===== src/rtl/map_pkg.sv =====
// rtl/map_pkg.sv - shared mapper bus bundles, mode and save-state constants
package map_pkg;
  localparam int MODE_UXROM = 0;
  localparam int MODE_CNROM = 1;
  localparam int MODE_AXROM = 2;
  localparam int MODE_GXROM = 3;

  localparam logic [6:0] SST_LATCH  = 7'd0;
  localparam logic [6:0] SST_MAPIDX = 7'd127;

  typedef enum logic [1:0] {WR_IDLE, WR_ARM, WR_COMMIT} wr_state_t;

  typedef struct packed {
    logic [15:0] addr;
    logic [7:0]  data;
    logic        rw;
    logic        m2;
  } cpu_bus_t;

  typedef struct packed {
    logic [13:0] addr;
    logic [7:0]  data;
    logic        rd;
    logic        wr;
  } ppu_bus_t;

  typedef struct packed {
    logic [7:0] map_idx;
    logic       mir_v;
    logic       chr_ram;
  } cfg_t;

  typedef struct packed {
    logic       act;
    logic       we;
    logic [6:0] addr;
    logic [7:0] data;
  } sst_bus_t;

  typedef struct packed {
    cpu_bus_t   cpu;
    ppu_bus_t   ppu;
    cfg_t       cfg;
    sst_bus_t   sst;
    logic [7:0] prg_do;
    logic [7:0] chr_do;
    logic [7:0] srm_do;
  } map_in_t;

  typedef struct packed {
    logic [21:0] addr;
    logic        ce;
    logic        oe;
    logic        we;
    logic [7:0]  din;
  } mem_ctrl_t;

  typedef struct packed {
    mem_ctrl_t  prg;
    mem_ctrl_t  chr;
    mem_ctrl_t  srm;
    logic       map_cpu_oe;
    logic [7:0] map_cpu_do;
    logic       map_ppu_oe;
    logic [7:0] map_ppu_do;
    logic       ciram_a10;
    logic       ciram_ce;
    logic       irq;
    logic [7:0] sst_di;
    logic       mir_4sc;
    logic       bus_cf;
    logic       mask_off;
  } map_out_t;
endpackage


===== src/rtl/map_m2_wr.sv =====
// rtl/map_m2_wr.sv - M2 synchronizer and IDLE/ARM/COMMIT CPU write capture
module map_m2_wr
  import map_pkg::*;
#(
  parameter bit BUS_CF = 1'b1
) (
  input  logic       clk,
  input  logic       rst_n,
  input  logic       m2,
  input  logic       rw,
  input  logic       addr15,
  input  logic [7:0] data,
  input  logic [7:0] prg_do,
  input  logic       hold,
  output logic       wr_stb,
  output logic [7:0] wr_dat,
  output logic       m2_sync
);
  logic       m2_meta;
  wr_state_t  state;
  logic [7:0] bus_val;

  // ROM drives the bus too during the write, so the latch sees the wired AND
  assign bus_val = BUS_CF ? (data & prg_do) : data;

  always_ff @(posedge clk or negedge rst_n) begin
    if (!rst_n) begin
      m2_meta <= 1'b0;
      m2_sync <= 1'b0;
      state   <= WR_IDLE;
      wr_stb  <= 1'b0;
      wr_dat  <= 8'h00;
    end else begin
      m2_meta <= m2;
      m2_sync <= m2_meta;
      wr_stb  <= 1'b0;
      if (hold) begin
        state <= WR_IDLE;
      end else begin
        case (state)
          WR_IDLE: if (m2_sync && !rw && addr15) begin
            state  <= WR_ARM;
            wr_dat <= bus_val;
          end
          WR_ARM: if (!m2_sync) begin
            state  <= WR_COMMIT;
            wr_stb <= 1'b1;
          end else if (rw || !addr15) begin
            state <= WR_IDLE;
          end else begin
            wr_dat <= bus_val;
          end
          default: state <= WR_IDLE;
        endcase
      end
    end
  end
endmodule


===== src/rtl/map_latch_gen.sv =====
// rtl/map_latch_gen.sv - discrete-latch mapper for the UxROM/CNROM/AxROM/GxROM family
module map_latch_gen
  import map_pkg::*;
#(
  parameter int MODE     = 0,
  parameter int PRG_BITS = 4,
  parameter int CHR_BITS = 2,
  parameter int BUS_CF   = 1
) (
  input  logic     clk,
  input  logic     rst_n,
  input  map_in_t  mai,
  output map_out_t mao
);
  logic                wr_stb;
  logic [7:0]          wr_dat;
  logic                m2_sync;
  logic [7:0]          latch;
  logic [PRG_BITS-1:0] ux_bank;
  logic [21:0]         prg_a;
  logic [21:0]         chr_a;
  logic                a10;
  logic                srm_sel;

  map_m2_wr #(.BUS_CF(BUS_CF != 0)) u_wr (
    .clk    (clk),
    .rst_n  (rst_n),
    .m2     (mai.cpu.m2),
    .rw     (mai.cpu.rw),
    .addr15 (mai.cpu.addr[15]),
    .data   (mai.cpu.data),
    .prg_do (mai.prg_do),
    .hold   (mai.sst.act),
    .wr_stb (wr_stb),
    .wr_dat (wr_dat),
    .m2_sync(m2_sync)
  );

  // Save-state restore takes priority over a CPU commit in the same clock
  always_ff @(posedge clk or negedge rst_n) begin
    if (!rst_n) latch <= 8'h00;
    else if (mai.sst.act && mai.sst.we && mai.sst.addr == SST_LATCH) latch <= mai.sst.data;
    else if (wr_stb) latch <= wr_dat;
  end

  assign ux_bank = mai.cpu.addr[14] ? '1 : latch[PRG_BITS-1:0];
  assign srm_sel = (mai.cpu.addr[15:13] == 3'b011);

  always_comb begin
    prg_a = 22'(mai.cpu.addr[14:0]);
    chr_a = 22'(mai.ppu.addr[12:0]);
    a10   = mai.cfg.mir_v ? mai.ppu.addr[10] : mai.ppu.addr[11];
    case (MODE)
      MODE_UXROM: prg_a = 22'({ux_bank, mai.cpu.addr[13:0]});
      MODE_CNROM: chr_a = 22'({latch[CHR_BITS-1:0], mai.ppu.addr[12:0]});
      MODE_AXROM: begin
        prg_a = 22'({latch[PRG_BITS-1:0], mai.cpu.addr[14:0]});
        a10   = latch[4];
      end
      MODE_GXROM: begin
        prg_a = 22'({latch[5:4], mai.cpu.addr[14:0]});
        chr_a = 22'({latch[1:0], mai.ppu.addr[12:0]});
      end
      default: ;
    endcase
  end

  always_comb begin
    mao            = '0;
    mao.prg.addr   = prg_a;
    mao.prg.ce     = mai.cpu.addr[15];
    mao.prg.oe     = mai.cpu.addr[15] & mai.cpu.rw;
    mao.prg.din    = mai.cpu.data;
    mao.srm.addr   = 22'(mai.cpu.addr[12:0]);
    mao.srm.ce     = srm_sel;
    mao.srm.oe     = srm_sel & mai.cpu.rw;
    mao.srm.we     = srm_sel & ~mai.cpu.rw & m2_sync;
    mao.srm.din    = mai.cpu.data;
    mao.chr.addr   = chr_a;
    mao.chr.ce     = ~mai.ppu.addr[13];
    mao.chr.oe     = ~mai.ppu.addr[13] & mai.ppu.rd;
    mao.chr.we     = ~mai.ppu.addr[13] & mai.ppu.wr & mai.cfg.chr_ram;
    mao.chr.din    = mai.ppu.data;
    mao.map_cpu_oe = mai.cpu.rw & (mai.cpu.addr[15] | srm_sel);
    mao.map_cpu_do = mai.cpu.addr[15] ? mai.prg_do : mai.srm_do;
    mao.map_ppu_oe = ~mai.ppu.addr[13] & mai.ppu.rd;
    mao.map_ppu_do = mai.chr_do;
    mao.ciram_a10  = a10;
    mao.ciram_ce   = mai.ppu.addr[13];
    mao.bus_cf     = (BUS_CF != 0);
    if (mai.sst.addr == SST_LATCH)       mao.sst_di = latch;
    else if (mai.sst.addr == SST_MAPIDX) mao.sst_di = mai.cfg.map_idx;
    else                                 mao.sst_di = 8'hFF;
  end
endmodule


===== config.mk =====
export PLATFORM = sky130hd
export DESIGN_NAME = map_latch_gen
export DESIGN_NICKNAME = d
export VERILOG_FILES = /design/src/rtl/map_pkg.sv /design/src/rtl/map_m2_wr.sv /design/src/rtl/map_latch_gen.sv
export SDC_FILE = /design/constraint.sdc
export NUM_CORES = 1
export LEC_CHECK = 0
export CORE_MARGIN = 2
export CORE_UTILIZATION = 25
export DETAILED_ROUTE_END_ITERATION = 6
export PLACE_DENSITY = 0.87
export SETUP_SLACK_MARGIN = 0.15
export SKIP_CTS_REPAIR_TIMING = 1
export SYNTH_ARGS = -nofsm -noshare
export SYNTH_HDL_FRONTEND = slang
export SYNTH_HIERARCHICAL = 1
export SYNTH_SLANG_ARGS = --single-unit

===== constraint.sdc =====
create_clock -name clk -period 1.55 [get_ports clk]
set_clock_uncertainty 0.15 [all_clocks]
set_input_delay 0.31 -clock clk [delete_from_list [all_inputs] [get_ports clk]]
set_output_delay 0.31 -clock clk [all_outputs]
set_load 0.005 [all_outputs]

==> results of run 1 <==
-- cells by family after synthesis --
kind of cell,after synthesis,share of synthesized area
other cells,2,0.00374
mux,33,0.180
buf+inv,116,0.415
compound gates,9,0.0374
flops,21,0.262
simple gates,30,0.101
-- worst max-delay path: stages --
cell and delay, ns:
buf_6 0.10, nor4_4 0.34, nand2_4 0.14, buf_6 0.14, o22a_1 0.20, buf_2 0.13
-- per-layer routing --
layer  wire (um)  track usage
met3         748       0.0395
met5           0            0
met2        3110        0.220
met4          58       0.0471
met1        1950        0.119
-- power groups by stage --
stage | clock network [uW] | logic (uW) | registers, uW
after detailed placement | 0 | 661 | 736
after CTS | 368 | 664 | 725
final | 352 | 740 | 713
after floorplan | 0 | 453 | 708
after global routing | 395 | 811 | 731
after global placement | 0 | 645 | 730
-- worst min-delay path by stage --
stage | end | start | cells past startpoint
6_report | u_wr/wr_dat[1]$_DFFE_PN0P_ | mai[17] | 3
5_1_grt | u_wr/wr_dat[1]$_DFFE_PN0P_ | mai[17] | 3
4_1_cts | u_wr/m2_sync$_DFF_PN0_ | u_wr/m2_meta$_DFF_PN0_ | 0
3_5_place_dp | u_wr/m2_sync$_DFF_PN0_ | u_wr/m2_meta$_DFF_PN0_ | 0
3_3_place_gp | u_wr/m2_sync$_DFF_PN0_ | u_wr/m2_meta$_DFF_PN0_ | 0
2_1_floorplan | latch[0]$_DFFE_PN0P_ | rst_n | 0
-- registers in the layout, indices dropped and copies added, names as in the netlist --
| signal | count |
|---|---|
| u_wr/wr_stb | 1 |
| u_wr/state | 2 |
| u_wr/wr_dat | 8 |
| latch | 8 |
| u_wr/m2_sync | 1 |
| u_wr/m2_meta | 1 |
-- placed cells by master, fill, tap and decap left out, types with 2 or more instances in the layout --
master / netlist / final
and2_1: 2 / 2
buf_2: 0 / 5
buf_4: 104 / 25
buf_6: 1 / 21
clkbuf_2: 0 / 19
clkbuf_8: 0 / 3
clkdlybuf4s50_1: 0 / 19
conb_1: 2 / 27
dfrtp_1: 21 / 21
dlymetal6s2s_1: 0 / 56
inv_1: 9 / 8
mux2_2: 22 / 13
mux2_4: 0 / 12
mux2i_1: 8 / 8
nand2_1: 11 / 8
nand2_4: 0 / 2
nor4_4: 1 / 2
nor4b_1: 3 / 2
o22a_1: 8 / 8
or2_4: 0 / 4
-- through the flow --
step	util	hold slack (ns)	std cells	instance area [um2]
6_report	0.399	0.189	383	3100
5_1_grt	0.399	0.201	383	3100
4_1_cts	0.361	0.207	370	2800
3_5_place_dp	0.355	0.189	366	2760
3_3_place_gp	0.355	0.189	366	2760
2_1_floorplan	-	-0.136	236	2120
-- area by class of cell --
| class | instances | area (um2) | share of cell area |
|---|---|---|---|
| clock buffers | 3 | 41.3 | 0.0133 |
| clock inverters | 1 | 5.00 | 0.00162 |
| inverters | 9 | 33.8 | 0.0109 |
| multi-input cells | 99 | 867 | 0.280 |
| flip-flops and latches | 21 | 526 | 0.170 |
| well taps | 102 | 128 | 0.0412 |
| repair buffers | 148 | 1500 | 0.483 |
==> out/results.md, run 1 <==
| Parameter | Value | Unit |
|---|---|---|
| Cell-internal power | 1330 | uW |
| Total power after layout | 1810 | uW |
| Clock group share of total power | 0.195 | - |
| Tmin final | 1.81 | ns |
| Area share of the largest cell type after synthesis | 0.389 | - |
| Width of the die | 93.6 | um |
| Worst-case register-to-register setup slack | 0.14 | ns |
| Total detailed-routing wirelength | 5.87 | mm |
| Reg2reg end | u_wr/wr_dat[7]$_DFFE_PN0P_ | - |
| Layout fillers | 756 | - |
| Worst-path maximum fanout | 5 | - |
| Crit share post-route | 1.17 | - |
| Proportion of synthesized flip-flops having asynchronous set or reset | 1.00 | - |
| TritonCTS buffer count | 3 | - |
| Switching power as a share of total power | 0.265 | - |
| Worst reg2reg startpoint | u_wr/m2_sync$_DFF_PN0_ | - |
| Number of antenna violations at the first check in global routing | 0 | - |
| Leftover overflow at the end of global routing | 0 | - |
| Warnings, synthesis | 6 | - |
| Part of the Yosys area used for sequential elements | 0.262 | - |
| Routed WL per cell | 15.3 | um |
| Die area | 8760 | um2 |
| Core area | 7770 | um2 |
| Unrepaired setup endpoints after global routing | yes | - |
| Count of routing violations after the opening detailed-route iteration | 10 | - |
| Start-to-end type of the worst setup path | input port to output port | - |
| Global placement routability congestion | 0.707 | - |
| Arrival time of the worst setup path | 1.35 | ns |
| Max-cap check violation count | 0 | - |
| Critical Path Start Type | input port | - |
| Share of total power in sequential cells | 0.395 | - |
| Starting density of the core | 0.258 | - |
| Flip-flop and latch count after synthesis | 21 | - |
| Pre-CTS setup slack | -0.945 | ns |
| Clock tree buffer depth | 2 | - |
| Crit path launch | mai[35] | - |
| Maximum level of the CTS H-tree | 1 | - |
| # DRC | 0 | - |
| Violations in the final reports | setup timing | - |
| Hpwl dp | 4.62 | mm |
| Overall fraction of global-route tracks in use | 0.118 | - |
| Dominant synthesized flop cell | dfrtp_1 | - |
| Floorplan row count | 32 | - |
| Clk sinks | 21 | - |
| Maximum resistive drop on vdd | 309 | uV |
| Maximum number of pins on one net before global-route repair | 22 | - |
| Cell area power density | 583 | nW/um2 |
| Syn Std Cell Area | 2010 | um2 |
| Worst min-delay path category | input port to flip-flop | - |
| Number of placed I/O pins | 234 | - |
| Number of antenna cells inserted | 0 | - |
| Total leakage power | 0.00191 | uW |
| Run status | complete, but fails checks | - |
| Synth cell count leaders | 104 x buf_4, 22 x mux2_2, 21 x dfrtp_1 | - |
| Cell at the root of the clock tree | clkbuf_8 | - |
| Area added between synthesis and finish | 54.3 | % |
| Clock insertion delay at the later pin of the skew report | 0.26 | ns |
| Worst setup slack after layout | -0.263 | ns |
| Worst setup path endpoint | mao[6] | - |
| Worst R2R Path Depth | 5 | - |
| Vias after detailed routing | 1,516 | - |
| Clock slew at reported path FFs | 0.08 | ns |
| Unique cell type count in the Yosys netlist | 25 | - |
| Count of nets left with antenna violations after detail routing | 0 | - |
| Number of enable flip-flop cells after synthesis | 0 | - |
| Ratio of cells with drive above 1 in the final layout | 0.420 | - |
| Via count of the first global-routing pass | 1,609 | - |
| WP data required | 1.09 | ns |
| Ranking of synthesized cells by area | buf_4 39%, dfrtp_1 26%, mux2_2 12% | - |
| Cell taking the most area after synthesis | buf_4 | - |
| Most frequent cell after synthesis | buf_4 | - |
| Final Hold Violating Endpoints | 0 | - |
| Average footprint of a synthesized cell | 9.51 | um2 |
| Final-report max-slew violation count | 0 | - |
| Mean number of vias per cell | 3.96 | - |
| Critical path capture point type | output port | - |
| Count of mapped cells out of synthesis | 211 | - |
| Achievable Freq | 0.551 | GHz |
| Number of port buffers | 113 | - |
| Switching component of the power | 478 | uW |
| Gate power share | 0.410 | - |
| Setup TNS | -1.75 | ns |
| Number of search-and-repair iterations in the first detailed-routing pass | 4 | - |
| Clock tree from TritonCTS | yes | - |
| Final setup violation count | 8 | - |
| Global-route wire length before repair | 7.89 | mm |
| Final net count | 385 | - |
| Overall die height | 93.6 | um |
Note: power is estimated with default switching activity, not from simulation.
==> run 2: changes to the inputs <==
- SETUP_SLACK_MARGIN: 0.15 -> unset
==> run 2 against run 1 <==
The flow still finishes with violations (setup timing). Critical path depth up 1. Sequential share of layout area up 0.69 points. Power down 3.3%. Non-clock buffer count down 4. Sequential cell count unchanged. Hold slack better by 0.0036 ns. Routed wire length down 8.2%. Critical endpoint is now mao[9].
==> out/results.md, run 2 (synthesis results as in run 1) <==
| Parameter | Value | Unit | Delta |
|---|---|---|---|
| Ratio of cells with drive above 1 in the final layout | 0.357 | - | was 0.420 |
| Gate power share | 0.385 | - | was 0.410 |
| Clock insertion delay at the later pin of the skew report | 0.25 | ns | was 0.26 ns |
| Critical Path Start Type | input port | - | unchanged |
| Count of nets left with antenna violations after detail routing | 0 | - | unchanged |
| Via count of the first global-routing pass | 1,529 | - | was 1,609 |
| WP data required | 1.09 | ns | about the same |
| Area added between synthesis and finish | 48.3 | % | was 54.3% |
| Number of search-and-repair iterations in the first detailed-routing pass | 2 | - | was 4 |
| Width of the die | 93.6 | um | unchanged |
| Worst setup slack after layout | -0.279 | ns | was -0.263 ns |
| Final setup violation count | 8 | - | unchanged |
| Final instance count without filler cells | 379 | - | was 383 |
| Crit path launch | mai[35] | - | unchanged |
| Routed WL per cell | 14.2 | um | was 15.3 um |
| Total leakage power | 0.00177 | uW | was 0.00191 uW |
| Arrival time of the worst setup path | 1.37 | ns | was 1.35 ns |
| Core area | 7770 | um2 | unchanged |
| Pre-CTS setup slack | -0.965 | ns | was -0.945 ns |
| TritonCTS buffer count | 3 | - | unchanged |
| Total cell area at the placement stage | 2760 | um2 | about the same |
| Layout fillers | 775 | - | was 756 |
| Reg2reg end | latch[3]$_DFFE_PN0P_ | - | was u_wr/wr_dat[7]$_DFFE_PN0P_ |
| Maximum level of the CTS H-tree | 1 | - | unchanged |
| Share of total power in sequential cells | 0.414 | - | was 0.395 |
| Worst-path maximum fanout | 5 | - | unchanged |
| Registers with the most flip-flops | latch (8), u_wr/wr_dat (8), u_wr/state (2) | - | unchanged |
| Final hold slack | 0.193 | ns | was 0.189 ns |
| Cell area power density | 587 | nW/um2 | was 583 nW/um2 |
| Start-to-end type of the worst setup path | input port to output port | - | unchanged |
| Switching component of the power | 459 | uW | was 478 uW |
| Clock group share of total power | 0.201 | - | was 0.195 |
| Critical path capture point type | output port | - | unchanged |
| Starting density of the core | 0.258 | - | unchanged |
| Non-Filler Cell Area, Final | 2970 | um2 | was 3100 um2 |
| Leftover overflow at the end of global routing | 0 | - | unchanged |
| Crit share post-route | 1.18 | - | was 1.17 |
| Clk sinks | 21 | - | unchanged |
| Worst min-delay path category | input port to flip-flop | - | unchanged |
| Cell at the root of the clock tree | clkbuf_8 | - | unchanged |
| Global-route wire length before repair | 7.47 | mm | was 7.89 mm |
| Overall die height | 93.6 | um | unchanged |
| Number of antenna cells inserted | 0 | - | unchanged |
| Unrepaired setup endpoints after global routing | yes | - | unchanged |
| DP Cell Count | 367 | - | was 366 |
| Tmin final | 1.83 | ns | was 1.81 ns |
| # DRC | 0 | - | unchanged |
| Die area | 8760 | um2 | unchanged |
| Global placement routability congestion | 0.706 | - | was 0.707 |
| Worst R2R Path Depth | 3 | - | was 5 |
| Clock tree from TritonCTS | yes | - | unchanged |
| Achievable Freq | 0.547 | GHz | was 0.551 GHz |
| Number of placed I/O pins | 234 | - | unchanged |
| Violations in the final reports | setup timing | - | unchanged |
| Vias after detailed routing | 1,537 | - | was 1,516 |
| Highest-count cells in the layout ignoring fill and taps | 47 x dlymetal6s2s_1, 37 x clkdlybuf4s50_1, 27 x conb_1 | - | was 56 x dlymetal6s2s_1, 27 x conb_1, 25 x buf_4 |
| Multi-input logic area | 806 | um2 | was 867 um2 |
| Hpwl dp | 4.25 | mm | was 4.62 mm |
| Maximum resistive drop on vdd | 370 | uV | was 309 uV |
| Switching power as a share of total power | 0.263 | - | was 0.265 |
| Max-cap check violation count | 0 | - | unchanged |
| Clock tree buffer depth | 2 | - | unchanged |
| Number of antenna violations at the first check in global routing | 0 | - | unchanged |
| Cell-internal power | 1290 | uW | was 1330 uW |
| Run status | complete, but fails checks | - | unchanged |
| Final-report max-slew violation count | 0 | - | unchanged |
| Final Hold Violating Endpoints | 0 | - | unchanged |
| Maximum number of pins on one net before global-route repair | 22 | - | unchanged |
| Overall fraction of global-route tracks in use | 0.111 | - | was 0.118 |
| Count of routing violations after the opening detailed-route iteration | 16 | - | was 10 |
| Storage cell area | 526 | um2 | unchanged |
| Total detailed-routing wirelength | 5.39 | mm | was 5.87 mm |
| Number of port buffers | 113 | - | unchanged |
| Final net count | 381 | - | was 385 |
| Worst setup path endpoint | mao[9] | - | was mao[6] |
| Worst-case register-to-register setup slack | 0.15 | ns | was 0.14 ns |
| Clock slew at reported path FFs | 0.07 | ns | was 0.08 ns |
| Floorplan row count | 32 | - | unchanged |
| Most common cell after layout, fill and taps aside | dlymetal6s2s_1 | - | unchanged |
| Worst reg2reg startpoint | u_wr/wr_stb$_DFF_PN0_ | - | was u_wr/m2_sync$_DFF_PN0_ |
| Utilization after layout | 0.383 | - | was 0.399 |
| Mean number of vias per cell | 4.06 | - | was 3.96 |
==> run 2: cell count changes in the layout (fill, tap and decap cells not counted), moves of 2 or more <==
cell / delta
dlymetal6s2s_1: -9
clkdlybuf4s50_1: +18
buf_6: -11
mux2_1: +2
mux2_2: +2
mux2_4: -4
buf_2: -2
nand2_4: -2
==> run 2: how the worst min path moves through the flow <==
stage                                       from                    endpoint  slack (ns)  depth (start not counted)
final                                    mai[19]  u_wr/wr_dat[3]$_DFFE_PN0P_        0.19                          3
after global routing                     mai[22]  u_wr/wr_dat[6]$_DFFE_PN0P_        0.21                          3
after CTS                 u_wr/m2_meta$_DFF_PN0_      u_wr/m2_sync$_DFF_PN0_        0.21                          0
after detailed placement  u_wr/m2_meta$_DFF_PN0_      u_wr/m2_sync$_DFF_PN0_        0.19                          0
after global placement    u_wr/m2_meta$_DFF_PN0_      u_wr/m2_sync$_DFF_PN0_        0.19                          0
after floorplan                            rst_n        latch[0]$_DFFE_PN0P_       -0.14                          0
==> run 2: routing by layer <==
| metal | global-route usage | part of all wire | up-vias |
|---|---|---|---|
| li1 | - | - | 693 |
| met1 | 0.120 | 0.35 | 713 |
| met2 | 0.198 | 0.52 | 113 |
| met3 | 0.0306 | 0.11 | 18 |
| met4 | 0.0556 | 0.029 | 0 |
| met5 | 0 | 0 | - |
==> run 2: through the flow <==
stage / TNS, ns / total power (uW)
final: -1.86 / 1750
after global routing: -2.25 / 1850
after CTS: -29.58 / 1740
after detailed placement: -33.98 / 1380
after global placement: -32.59 / 1370
after floorplan: 0 / 1140
==> run 2: area by class of cell <==
| cell class | instances | share of cell area |
|---|---|---|
| Clock buffer | 4 | 0.0151 |
| Inverter | 9 | 0.0114 |
| Timing Repair Buffer | 144 | 0.483 |
| Sequential cell | 21 | 0.177 |
| Tap cell | 102 | 0.0429 |
| Multi-Input combinational cell | 99 | 0.271 |
==> run 2: power groups by stage <==
stage          Clock (uW)  Sequential [uW]  Combinational (uW)
3_3_place_gp            0              737                 630
2_1_floorplan           0              708                 435
3_5_place_dp            0              737                 646
5_1_grt               387              737                 730
4_1_cts               362              727                 650
6_report              351              723                 672
==> run 2: worst max-delay path, stage by stage <==
cell	delay [ns]
buf_6	0.09
buf_6	0.10
nor4_4	0.25
nand2_2	0.14
buf_6	0.15
o22a_1	0.19
buf_2	0.12
